--- src/rtl/branch_predict_unit_pkg.sv ---
// Shared types and constants for the branch resolution unit and its BTB.
package branch_pkg;

    // Halt FSM: the core either runs or is parked at the halt vector.
    typedef enum logic [0:0] {
        RUN    = 1'b0,
        HALTED = 1'b1
    } brstate_t;

    // One BTB entry. Tag is held zero-extended so the struct does not depend
    // on PC_W; only the low PC_W-IDX_W-2 bits are ever non-zero.
    typedef struct packed {
        logic        valid;
        logic [31:0] tag;
        logic [31:0] target;
        logic [1:0]  ctr;
    } btb_entry_t;

    // Counter values used when a branch is first allocated.
    localparam logic [1:0] CTR_WNT = 2'b01;
    localparam logic [1:0] CTR_WT  = 2'b10;

    // Two-bit saturating counter step towards the observed outcome.
    function automatic logic [1:0] ctrStep(input logic [1:0] ctr, input logic taken);
        logic [1:0] next;
        next = ctr;
        if (taken && ctr != 2'b11) begin
            next = ctr + 2'b01;
        end else if (!taken && ctr != 2'b00) begin
            next = ctr - 2'b01;
        end
        return next;
    endfunction

endpackage

--- src/rtl/branch_predict_unit_if.sv ---
// Bundle of the IF lookup and EX resolution signals of the branch unit.
interface branch_predict_unit_if #(parameter int PC_W = 9);

    logic [PC_W-1:0] if_pc;
    logic            if_pred_tkn;
    logic [31:0]     if_pred_pc;

    logic            ex_valid;
    logic [PC_W-1:0] ex_pc;
    logic [31:0]     ex_imm;
    logic [31:0]     ex_rs1;
    logic            ex_branch;
    logic            ex_jal;
    logic            ex_jalr;
    logic            ex_halt;
    logic [31:0]     ex_alu_res;
    logic            ex_pred_tkn;
    logic [31:0]     ex_pred_pc;

    logic [31:0]     PC_Imm;
    logic [31:0]     PC_Four;
    logic [31:0]     BrPC;
    logic            PcSel;
    logic            flush;
    logic            halted;

    // The pipeline side drives lookups and EX operands.
    modport master (
        output if_pc, ex_valid, ex_pc, ex_imm, ex_rs1, ex_branch, ex_jal, ex_jalr,
               ex_halt, ex_alu_res, ex_pred_tkn, ex_pred_pc,
        input  if_pred_tkn, if_pred_pc, PC_Imm, PC_Four, BrPC, PcSel, flush, halted
    );

    // The branch unit consumes them and returns prediction and redirect.
    modport slave (
        input  if_pc, ex_valid, ex_pc, ex_imm, ex_rs1, ex_branch, ex_jal, ex_jalr,
               ex_halt, ex_alu_res, ex_pred_tkn, ex_pred_pc,
        output if_pred_tkn, if_pred_pc, PC_Imm, PC_Four, BrPC, PcSel, flush, halted
    );

endinterface

--- src/rtl/branch_predict_unit_btb_table.sv ---
// Direct-mapped branch target buffer: combinational lookup, one update per clock.
module btb_table
    import branch_pkg::*;
#(
    parameter int PC_W      = 9,
    parameter int BTB_DEPTH = 16
) (
    input  logic            clk,
    input  logic            reset,
    input  logic [PC_W-1:0] lk_pc_i,
    output logic            lk_hit_o,
    output logic            lk_tkn_o,
    output logic [31:0]     lk_target_o,
    input  logic            upd_en_i,
    input  logic [PC_W-1:0] upd_pc_i,
    input  logic            upd_taken_i,
    input  logic [31:0]     upd_target_i
);

    localparam int IDX_W = $clog2(BTB_DEPTH);

    btb_entry_t       table_q [BTB_DEPTH];
    btb_entry_t       lkEntry;
    btb_entry_t       updEntry;
    btb_entry_t       entry_d;
    logic [IDX_W-1:0] lkIdx;
    logic [IDX_W-1:0] updIdx;
    logic [31:0]      lkTag;
    logic [31:0]      updTag;
    logic             updHit;
    logic             unusedPcBits;

    assign unusedPcBits = ^{lk_pc_i[1:0], upd_pc_i[1:0]};

    assign lkIdx   = lk_pc_i[IDX_W+1:2];
    assign lkTag   = 32'(lk_pc_i[PC_W-1:IDX_W+2]);
    assign lkEntry = table_q[lkIdx];

    assign lk_hit_o    = lkEntry.valid && (lkEntry.tag == lkTag);
    assign lk_tkn_o    = lk_hit_o && lkEntry.ctr[1];
    assign lk_target_o = lkEntry.target;

    assign updIdx   = upd_pc_i[IDX_W+1:2];
    assign updTag   = 32'(upd_pc_i[PC_W-1:IDX_W+2]);
    assign updEntry = table_q[updIdx];
    assign updHit   = updEntry.valid && (updEntry.tag == updTag);

    // New contents of the indexed entry: train on a tag hit, otherwise reallocate.
    always_comb begin
        entry_d = updEntry;
        if (updHit) begin
            entry_d.ctr = ctrStep(updEntry.ctr, upd_taken_i);
        end else begin
            entry_d.valid = 1'b1;
            entry_d.tag   = updTag;
            entry_d.ctr   = upd_taken_i ? CTR_WT : CTR_WNT;
        end
        if (upd_taken_i) begin
            entry_d.target = upd_target_i;
        end
    end

    // Storage: reset invalidates everything, otherwise write the trained entry.
    always_ff @(posedge clk) begin
        if (reset) begin
            for (int i = 0; i < BTB_DEPTH; i++) begin
                table_q[i] <= '0;
            end
        end else if (upd_en_i) begin
            table_q[updIdx] <= entry_d;
        end
    end

endmodule

--- src/rtl/branch_predict_unit.sv ---
// EX-stage branch resolution, redirect generation and sticky halt, with BTB lookup for IF.
module branch_predict_unit
    import branch_pkg::*;
#(
    parameter int          PC_W      = 9,
    parameter int          BTB_DEPTH = 16,
    parameter logic [31:0] HALT_VEC  = 32'h100
) (
    input logic                  clk,
    input logic                  reset,
    branch_predict_unit_if.slave bus
);

    brstate_t    state_q;
    brstate_t    state_d;
    logic [31:0] exPc;
    logic [31:0] pcImm;
    logic [31:0] pcFour;
    logic [31:0] jalrSum;
    logic [31:0] target;
    logic [31:0] actualPc;
    logic        taken;
    logic        mispredict;
    logic        pcSel;
    logic [31:0] brPc;
    logic        btbUpd;
    logic        lkHit;
    logic        lkTkn;
    logic [31:0] lkTarget;
    logic        unusedAluBits;

    assign unusedAluBits = ^{bus.ex_alu_res[31:1], lkHit};

    // Target arithmetic is all 32 bit and wraps modulo 2^32.
    assign exPc       = 32'(bus.ex_pc);
    assign pcImm      = exPc + bus.ex_imm;
    assign pcFour     = exPc + 32'd4;
    assign jalrSum    = bus.ex_rs1 + bus.ex_imm;
    assign target     = bus.ex_jalr ? (jalrSum & ~32'h1) : pcImm;
    assign taken      = bus.ex_jal | bus.ex_jalr | (bus.ex_branch & bus.ex_alu_res[0]);
    assign actualPc   = taken ? target : pcFour;
    assign mispredict = (taken != bus.ex_pred_tkn) | (taken & (bus.ex_pred_pc != target));

    // Redirect decision: halted or halting parks at HALT_VEC, else fix wrong predictions.
    always_comb begin
        pcSel   = 1'b0;
        brPc    = 32'h0;
        btbUpd  = 1'b0;
        state_d = state_q;
        if (state_q == HALTED) begin
            pcSel = 1'b1;
            brPc  = HALT_VEC;
        end else if (bus.ex_valid) begin
            if (bus.ex_halt) begin
                pcSel   = 1'b1;
                brPc    = HALT_VEC;
                state_d = HALTED;
            end else begin
                btbUpd = bus.ex_branch | bus.ex_jal | bus.ex_jalr;
                if (mispredict) begin
                    pcSel = 1'b1;
                    brPc  = actualPc;
                end
            end
        end
    end

    // Halt state register; only reset leaves HALTED.
    always_ff @(posedge clk) begin
        if (reset) begin
            state_q <= RUN;
        end else begin
            state_q <= state_d;
        end
    end

    btb_table #(
        .PC_W      (PC_W),
        .BTB_DEPTH (BTB_DEPTH)
    ) u_btb (
        .clk          (clk),
        .reset        (reset),
        .lk_pc_i      (bus.if_pc),
        .lk_hit_o     (lkHit),
        .lk_tkn_o     (lkTkn),
        .lk_target_o  (lkTarget),
        .upd_en_i     (btbUpd),
        .upd_pc_i     (bus.ex_pc),
        .upd_taken_i  (taken),
        .upd_target_i (target)
    );

    assign bus.if_pred_tkn = lkTkn;
    assign bus.if_pred_pc  = lkTkn ? lkTarget : (32'(bus.if_pc) + 32'd4);
    assign bus.PC_Imm      = pcImm;
    assign bus.PC_Four     = pcFour;
    assign bus.BrPC        = brPc;
    assign bus.PcSel       = pcSel;
    assign bus.flush       = pcSel;
    assign bus.halted      = (state_q == HALTED);

endmodule

--- src/flat_wrapper.sv ---
// flat-port wrapper written by rule: the top's interface ports become plain ports
module branch_predict_unit_flat import branch_pkg::*;
#(
    parameter int          PC_W      = 9,
    parameter int          BTB_DEPTH = 16,
    parameter logic [31:0] HALT_VEC  = 32'h100
)
  (clk, reset, bus_if_pc, bus_ex_valid, bus_ex_pc, bus_ex_imm, bus_ex_rs1, bus_ex_branch, bus_ex_jal, bus_ex_jalr, bus_ex_halt, bus_ex_alu_res, bus_ex_pred_tkn, bus_ex_pred_pc, bus_if_pred_tkn, bus_if_pred_pc, bus_PC_Imm, bus_PC_Four, bus_BrPC, bus_PcSel, bus_flush, bus_halted);
  branch_predict_unit_if #(.PC_W(PC_W)) bus_i ();
  input logic clk;
  input logic reset;
  input wire logic [$bits(bus_i.if_pc)-1:0] bus_if_pc;
  input wire logic [$bits(bus_i.ex_valid)-1:0] bus_ex_valid;
  input wire logic [$bits(bus_i.ex_pc)-1:0] bus_ex_pc;
  input wire logic [$bits(bus_i.ex_imm)-1:0] bus_ex_imm;
  input wire logic [$bits(bus_i.ex_rs1)-1:0] bus_ex_rs1;
  input wire logic [$bits(bus_i.ex_branch)-1:0] bus_ex_branch;
  input wire logic [$bits(bus_i.ex_jal)-1:0] bus_ex_jal;
  input wire logic [$bits(bus_i.ex_jalr)-1:0] bus_ex_jalr;
  input wire logic [$bits(bus_i.ex_halt)-1:0] bus_ex_halt;
  input wire logic [$bits(bus_i.ex_alu_res)-1:0] bus_ex_alu_res;
  input wire logic [$bits(bus_i.ex_pred_tkn)-1:0] bus_ex_pred_tkn;
  input wire logic [$bits(bus_i.ex_pred_pc)-1:0] bus_ex_pred_pc;
  output wire logic [$bits(bus_i.if_pred_tkn)-1:0] bus_if_pred_tkn;
  output wire logic [$bits(bus_i.if_pred_pc)-1:0] bus_if_pred_pc;
  output wire logic [$bits(bus_i.PC_Imm)-1:0] bus_PC_Imm;
  output wire logic [$bits(bus_i.PC_Four)-1:0] bus_PC_Four;
  output wire logic [$bits(bus_i.BrPC)-1:0] bus_BrPC;
  output wire logic [$bits(bus_i.PcSel)-1:0] bus_PcSel;
  output wire logic [$bits(bus_i.flush)-1:0] bus_flush;
  output wire logic [$bits(bus_i.halted)-1:0] bus_halted;
  assign bus_i.if_pc = bus_if_pc;
  assign bus_i.ex_valid = bus_ex_valid;
  assign bus_i.ex_pc = bus_ex_pc;
  assign bus_i.ex_imm = bus_ex_imm;
  assign bus_i.ex_rs1 = bus_ex_rs1;
  assign bus_i.ex_branch = bus_ex_branch;
  assign bus_i.ex_jal = bus_ex_jal;
  assign bus_i.ex_jalr = bus_ex_jalr;
  assign bus_i.ex_halt = bus_ex_halt;
  assign bus_i.ex_alu_res = bus_ex_alu_res;
  assign bus_i.ex_pred_tkn = bus_ex_pred_tkn;
  assign bus_i.ex_pred_pc = bus_ex_pred_pc;
  assign bus_if_pred_tkn = bus_i.if_pred_tkn;
  assign bus_if_pred_pc = bus_i.if_pred_pc;
  assign bus_PC_Imm = bus_i.PC_Imm;
  assign bus_PC_Four = bus_i.PC_Four;
  assign bus_BrPC = bus_i.BrPC;
  assign bus_PcSel = bus_i.PcSel;
  assign bus_flush = bus_i.flush;
  assign bus_halted = bus_i.halted;
  branch_predict_unit #(.PC_W(PC_W), .BTB_DEPTH(BTB_DEPTH), .HALT_VEC(HALT_VEC)) u_core (.clk(clk), .reset(reset), .bus(bus_i));
endmodule
--- config.mk ---
export PLATFORM = sky130hd
export DESIGN_NAME = branch_predict_unit_flat
export DESIGN_NICKNAME = d
export VERILOG_FILES = /design/src/rtl/branch_predict_unit_pkg.sv /design/src/rtl/branch_predict_unit_if.sv /design/src/rtl/branch_predict_unit_btb_table.sv /design/src/rtl/branch_predict_unit.sv /design/src/flat_wrapper.sv
export SDC_FILE = /design/constraint.sdc
export NUM_CORES = 2
export LEC_CHECK = 0
export CAP_MARGIN = 15
export CORE_MARGIN = 1
export CORE_UTILIZATION = 54
export CTS_BUF_LIST = sky130_fd_sc_hd__clkbuf_8 sky130_fd_sc_hd__clkbuf_16
export DETAILED_ROUTE_END_ITERATION = 8
export GPL_ROUTABILITY_DRIVEN = 0
export PLACE_DENSITY = 0.73
export SLEW_MARGIN = 10
export SYNTH_ARGS = -nofsm -noshare
export SYNTH_HDL_FRONTEND = slang
export SYNTH_SLANG_ARGS = --single-unit
export TNS_END_PERCENT = 10
--- constraint.sdc ---
create_clock -name clk -period 22.6 [get_ports clk]
set_clock_uncertainty 0.05 [all_clocks]
set_input_delay 6.78 -clock clk [delete_from_list [all_inputs] [get_ports clk]]
set_output_delay 6.78 -clock clk [all_outputs]
set_load 0.005 [all_outputs]
After elaboration in Yosys (flattened, before gate mapping)
Memory sizes are Yosys's and may differ from the RTL's.
Index checks and enable logic that the tools add are counted.
Widths: inputs -> output; s select.
- register bits: 1
- bits in writable memories: 1072
- input port bits: 154
- output and inout port bits: 132
- word-level logic and storage cells: 59
- memories: 1
- add/subtract/negate cells: 6
- equality and inequality tests: 5
- muxes and demuxes: 31
- bitwise logic cells: 7
- reductions and logical operators: 8
- memory list (name ; words ; width ; read ports ; clocked after memory_dff ; wr ports ; RTL line ; source):
    u_core.u_btb.table_q ; 16 ; 67 ; 2 ; 0 ; 16 ; branch_predict_unit_btb_table.sv:22 ; btb_entry_t table_q [BTB_DEPTH];
- operators with widths (kind ; count):
    $mux 32 ; 8
    $mux 67 ; 1
    $reduce_or 67->1 ; 1
    $eq 32x3->1 ; 2
    $mux 33 ; 1
    $add 32x32->32 ; 1
    $add 9x32->32 ; 1
    $ne 32x32->1 ; 1
    $add 9x3->10 const B ; 2
    $mux 1 ; 16
    $mux 2 ; 4
    $logic_and 1x1->1 ; 5
    $or 1x1->1 ; 5
    $mux 4 ; 1
    $add 2x1->2 const B ; 1
    $and 1x1->1 ; 2
    $ne 2x2->1 const B ; 1
    $reduce_bool 2->1 ; 1
    $sub 2x1->2 const B ; 1
    $logic_not 1->1 ; 1
    $ne 1x1->1 ; 1

Depth between registers and ports, before layout
- depth after elaboration: 10
- gate-level depth with buffers: 15

Modules after synthesis
From an unflattened synthesis, not the netlist that was laid out.
- cells, all modules: 3753
- area total of the unflattened synthesis: 54192.0 um^2
- by module, submodules not included (module ; times used ; cells each ; area an instance (um^2) ; sequential area each (um^2)):
    btb_table ; 1 ; 2890 ; 48436.5 ; 32190.9
    branch_predict_unit ; 1 ; 863 ; 5755.5 ; 20.0

Worst setup path after synthesis
No wires, ideal clock.
- path kind: input -> output
- start point: input port bus_ex_imm[6]
- end point: output port bus_BrPC[14]
- data arrival time: 10031 ps
- required time: 15770 ps
- setup slack: 5739 ps
- stages: 15
- buffers on the path: 3
- cells stage by stage: ha_1 -> buf_2 -> and3_1 -> or4b_1 -> clkbuf_1 -> and2_1 -> nor4b_1 -> xor2_1 -> a2111o_1 -> xor2_1 -> nor4_1 -> nand4b_1 -> o21ai_1 -> buf_4 -> nor3_1
- cells in the longest elaborated chain, start to end: 9
- ends and longest elaborated chain (item ; RTL line ; source):
    start, declared ; flat_wrapper.sv:15 ; input wire logic [$bits(bus_i.ex_imm)-1:0] bus_ex_imm;
    $add 9x32->32 ; branch_predict_unit.sv:36 ; assign pcImm = exPc + bus.ex_imm;
    via bus_PC_Imm[24] ; flat_wrapper.sv:26 ; output wire logic [$bits(bus_i.PC_Imm)-1:0] bus_PC_Imm;
    $mux 32 ; branch_predict_unit.sv:39 ; assign target = bus.ex_jalr ? (jalrSum & ~32'h1) : pcImm;
    $ne 32x32->1 ; branch_predict_unit.sv:42 ; assign mispredict = (taken != bus.ex_pred_tkn) | (taken & (bus.ex_pred_pc != target));
    $and 1x1->1 ; branch_predict_unit.sv:42 ;
    $or 1x1->1 ; branch_predict_unit.sv:42 ;
    $mux 32 ; branch_predict_unit.sv:60 ; if (mispredict) begin
    $mux 32 ; branch_predict_unit.sv:54 ; if (bus.ex_halt) begin
    $mux 32 ; branch_predict_unit.sv:53 ; end else if (bus.ex_valid) begin
    $mux 32 ; branch_predict_unit.sv:50 ; if (state_q == HALTED) begin
    end, declared ; flat_wrapper.sv:28 ; output wire logic [$bits(bus_i.BrPC)-1:0] bus_BrPC;
The timed path passes the listed nets, and every way through them passes these cells.

Final worst setup path
- start point: input port bus_ex_pc[7]
- end point: output port bus_BrPC[3]
- cells in the longest elaborated chain, start to end: 9
- ends and longest elaborated chain (item ; RTL line ; source):
    start, declared ; flat_wrapper.sv:14 ; input wire logic [$bits(bus_i.ex_pc)-1:0] bus_ex_pc;
    $add 9x32->32 ; branch_predict_unit.sv:36 ;
    $mux 32 ; branch_predict_unit.sv:39 ;
    $ne 32x32->1 ; branch_predict_unit.sv:42 ;
    $and 1x1->1 ; branch_predict_unit.sv:42 ;
    $or 1x1->1 ; branch_predict_unit.sv:42 ;
    $mux 32 ; branch_predict_unit.sv:60 ;
    $mux 32 ; branch_predict_unit.sv:54 ;
    $mux 32 ; branch_predict_unit.sv:53 ;
    $mux 32 ; branch_predict_unit.sv:50 ;
No other way between the ends.

==> impl_metrics.env <==
export IMPL_status="complete, no violations"
export IMPL_vias_per_cell=6.35
export IMPL_tritoncts="built"
export IMPL_path_cells="clkdlybuf4s50_1, ha_1, and3_1, or4b_1, a2111oi_0, xnor2_1, nor2_1, a31o_2, xor2_1, a2111oi_0, nand3_1, o21ai_2, buf_4, a21oi_1, clkdlybuf4s50_1"
export IMPL_synth_area_um2=52100
export IMPL_die_h_um=312
export IMPL_insertion_delay_ns=0.69
export IMPL_post_cts_resized=0
export IMPL_ios=286
export IMPL_hold_viol=0
export IMPL_synth_top_area_share=0.618
export IMPL_synthTopCellsByArea="edfxtp_1, mux4_2, nor2_1"
export IMPL_die_area_um2=97600
export IMPL_synth_cell_types=80
export IMPL_setup_tns_ns=0
export IMPL_min_period_ns=19.16
export IMPL_first_global_vias=34300
export IMPL_cts_sinks=1073
export IMPL_slew_headroom=0.163
export IMPL_fp_row_count=113
export IMPL_clockRootBuffer="clkbuf_16"
export IMPL_grt_max_degree=99
export IMPL_first_pass_iters=7
export IMPL_power_per_cell_area_nw_per_um2=77.1
export IMPL_cts_made_buffers=106
export IMPL_initial_core_util=0.546
export IMPL_drive_above_1_share=0.157
export IMPL_finalSetupViolations=0
export IMPL_final_antenna_net_count=0
export IMPL_utilization=0.638
export IMPL_max_freq_mhz=52.2
export IMPL_drc=0
export IMPL_avgSynthCellArea_um2=14.5
export IMPL_area_delta_synth_final_pct=16.8
export IMPL_worst_pin_slew_ns=1.24
export IMPL_synth_seq_cells=1073
export IMPL_antenna_found_initial=7
export IMPL_max_stage_delay_ns=0.72
export IMPL_cts_hold_buf=0
export IMPL_synth_top_cell_by_area="edfxtp_1"
export IMPL_cts_buffer_depth=3
export IMPL_synth_edf_count=1072
export IMPL_critical_path_arrival_ns=12.33
export IMPL_crit_fanout=31
export IMPL_drt_total_wl_mm=154
export IMPL_async_flop_share=0
export IMPL_ys_flop_type="edfxtp_1"
export IMPL_slowest_stage="clkdlybuf4s50_1"
export IMPL_drv_slew=0
export IMPL_hold_path_class="reg -> reg"
export IMPL_netlist_instances=3595
export IMPL_place_hpwl_mm=92.3
export IMPL_port_buffer_count=232
export IMPL_core_area_um2=95300
export IMPL_grt_pass1_wl_mm=223
export IMPL_p_leak_nw=21.6
export IMPL_critPathLaunch="bus_ex_pc[7]"
export IMPL_hold_path_startpoint="u_core.bus.halted"
export IMPL_worst_setup_path_start_kind="input pin"
export IMPL_vias=35300
export IMPL_grt_use_total=0.315
export IMPL_cts_setup_buffers=0
export IMPL_crit_type="in -> out"
export IMPL_yosysSeqAreaShare=0.619
export IMPL_reg2reg_from="u_core.u_btb.table_q[7][52]"
export IMPL_wire_per_inst_um=27.7
export IMPL_path_clk_slew_ns=0.06
export IMPL_ir_drop_v=0.0000636
export IMPL_grt_overflow_total=0
export IMPL_cp_end_kind="output pin"
export IMPL_cts_max_level=3
export IMPL_yosys_warnings=0
export IMPL_period_share=0.848
export IMPL_required_ns=15.77
export IMPL_layout_nets=4414
export IMPL_die_w_um=312
export IMPL_cap_violations=0
export IMPL_drt_initial_drc_count=5008
export IMPL_rsz0062_at_grt="false"
-- cell usage after synthesis, types with 49 or more instances --
library cell,n
mux4_2,369
o21ai_0,49
nor4_1,92
nor3_1,93
nor2_1,738
nand2_1,105
xnor2_1,50
edfxtp_1,1072
nand3_1,67
a21oi_1,102
clkbuf_1,185
buf_1,54
-- placed cells by master (no fill, tap or decap), types with 56 or more instances in the layout --
cell,count
edfxtp_1,1072
buf_4,73
nand2_1,105
mux4_2,369
nor2_1,738
nor4_1,92
clkdlybuf4s50_1,223
nor3_1,93
clkbuf_16,107
a21oi_1,94
conb_1,486
inv_1,56
-- layer usage --
metal | routed length (um) | vias up | global-route usage
li1 | - | 14800 | -
met1 | 52800 | 17400 | 0.398
met2 | 72200 | 2595 | 0.500
met3 | 21000 | 493 | 0.0915
met4 | 8260 | 14 | 0.158
met5 | 92 | - | 0
-- flip-flops by register name, summed over array words and instances, names as in the netlist --
register	count
u_core.bus.halted	1
u_core.u_btb.table_q	1072
-- power breakdown --
part | total [mW] | internal (mW) | switching, mW
combinational | 0.608 | 0.229 | 0.379
clock | 1.72 | 0.974 | 0.749
sequential | 2.36 | 2.31 | 0.0492
total | 4.69 | 3.51 | 1.18
-- worst max-delay path, delay by kind of cell --
family                   cells  cell delay [ns]
XOR/XNOR                     2             0.36
AO/OA/AOI/OAI                5             1.82
AND/OR/NAND/NOR              4             1.24
adder cells (fa/ha/maj)      1             0.59
buffers and inverters        3             1.53
-- stage by stage --
step | power [mW] | hold WS [ns] | setup slack [ns] | std cells | instance area [um2]
after global placement | 2.96 | 0.475 | 3.48 | 5350 | 57200
final | 4.69 | 0.543 | 3.44 | 5569 | 60800
after CTS | 4.68 | 0.537 | 3.57 | 5549 | 60600
after detailed placement | 2.98 | 0.522 | 3.59 | 5351 | 57200
after floorplan | 2.75 | 0.458 | 5.74 | 4080 | 53900
after global routing | 4.82 | 0.583 | 3.17 | 5567 | 60800
-- kinds of logic after synthesis --
logic type,Yosys count,synth area share
flip-flops,1073,0.619
buffers and inverters,321,0.0255
XOR/XNOR,94,0.0172
other,1,0.0000720
AND/OR/NAND/NOR,1297,0.114
multiplexers,395,0.165
adder cells (fa/ha/maj),48,0.0118
AO/OA/AOI/OAI,366,0.0475
-- area by class of cell --
type	count	area, um2
Inverter	40	150
Clock buffer	107	2680
Sequential cell	1073	32200
Tap cell	1265	1580
Antenna cell	2	5.00
Multi-Input combinational cell	2686	20600
Clock inverter	91	703
Timing Repair Buffer	305	2880
Fill cell	6881	34500
-- worst paths after layout --
path,slack [ns],depth (start not counted),to
setup / recovery,3.44,15,bus_BrPC[3]
hold / removal,0.54,2,u_core.bus.halted
setup reg to reg,18.66,12,u_core.u_btb.table_q[12][0]
hold reg to reg,0.54,2,u_core.bus.halted
No activity file was read; power rests on OpenSTA's default activity.
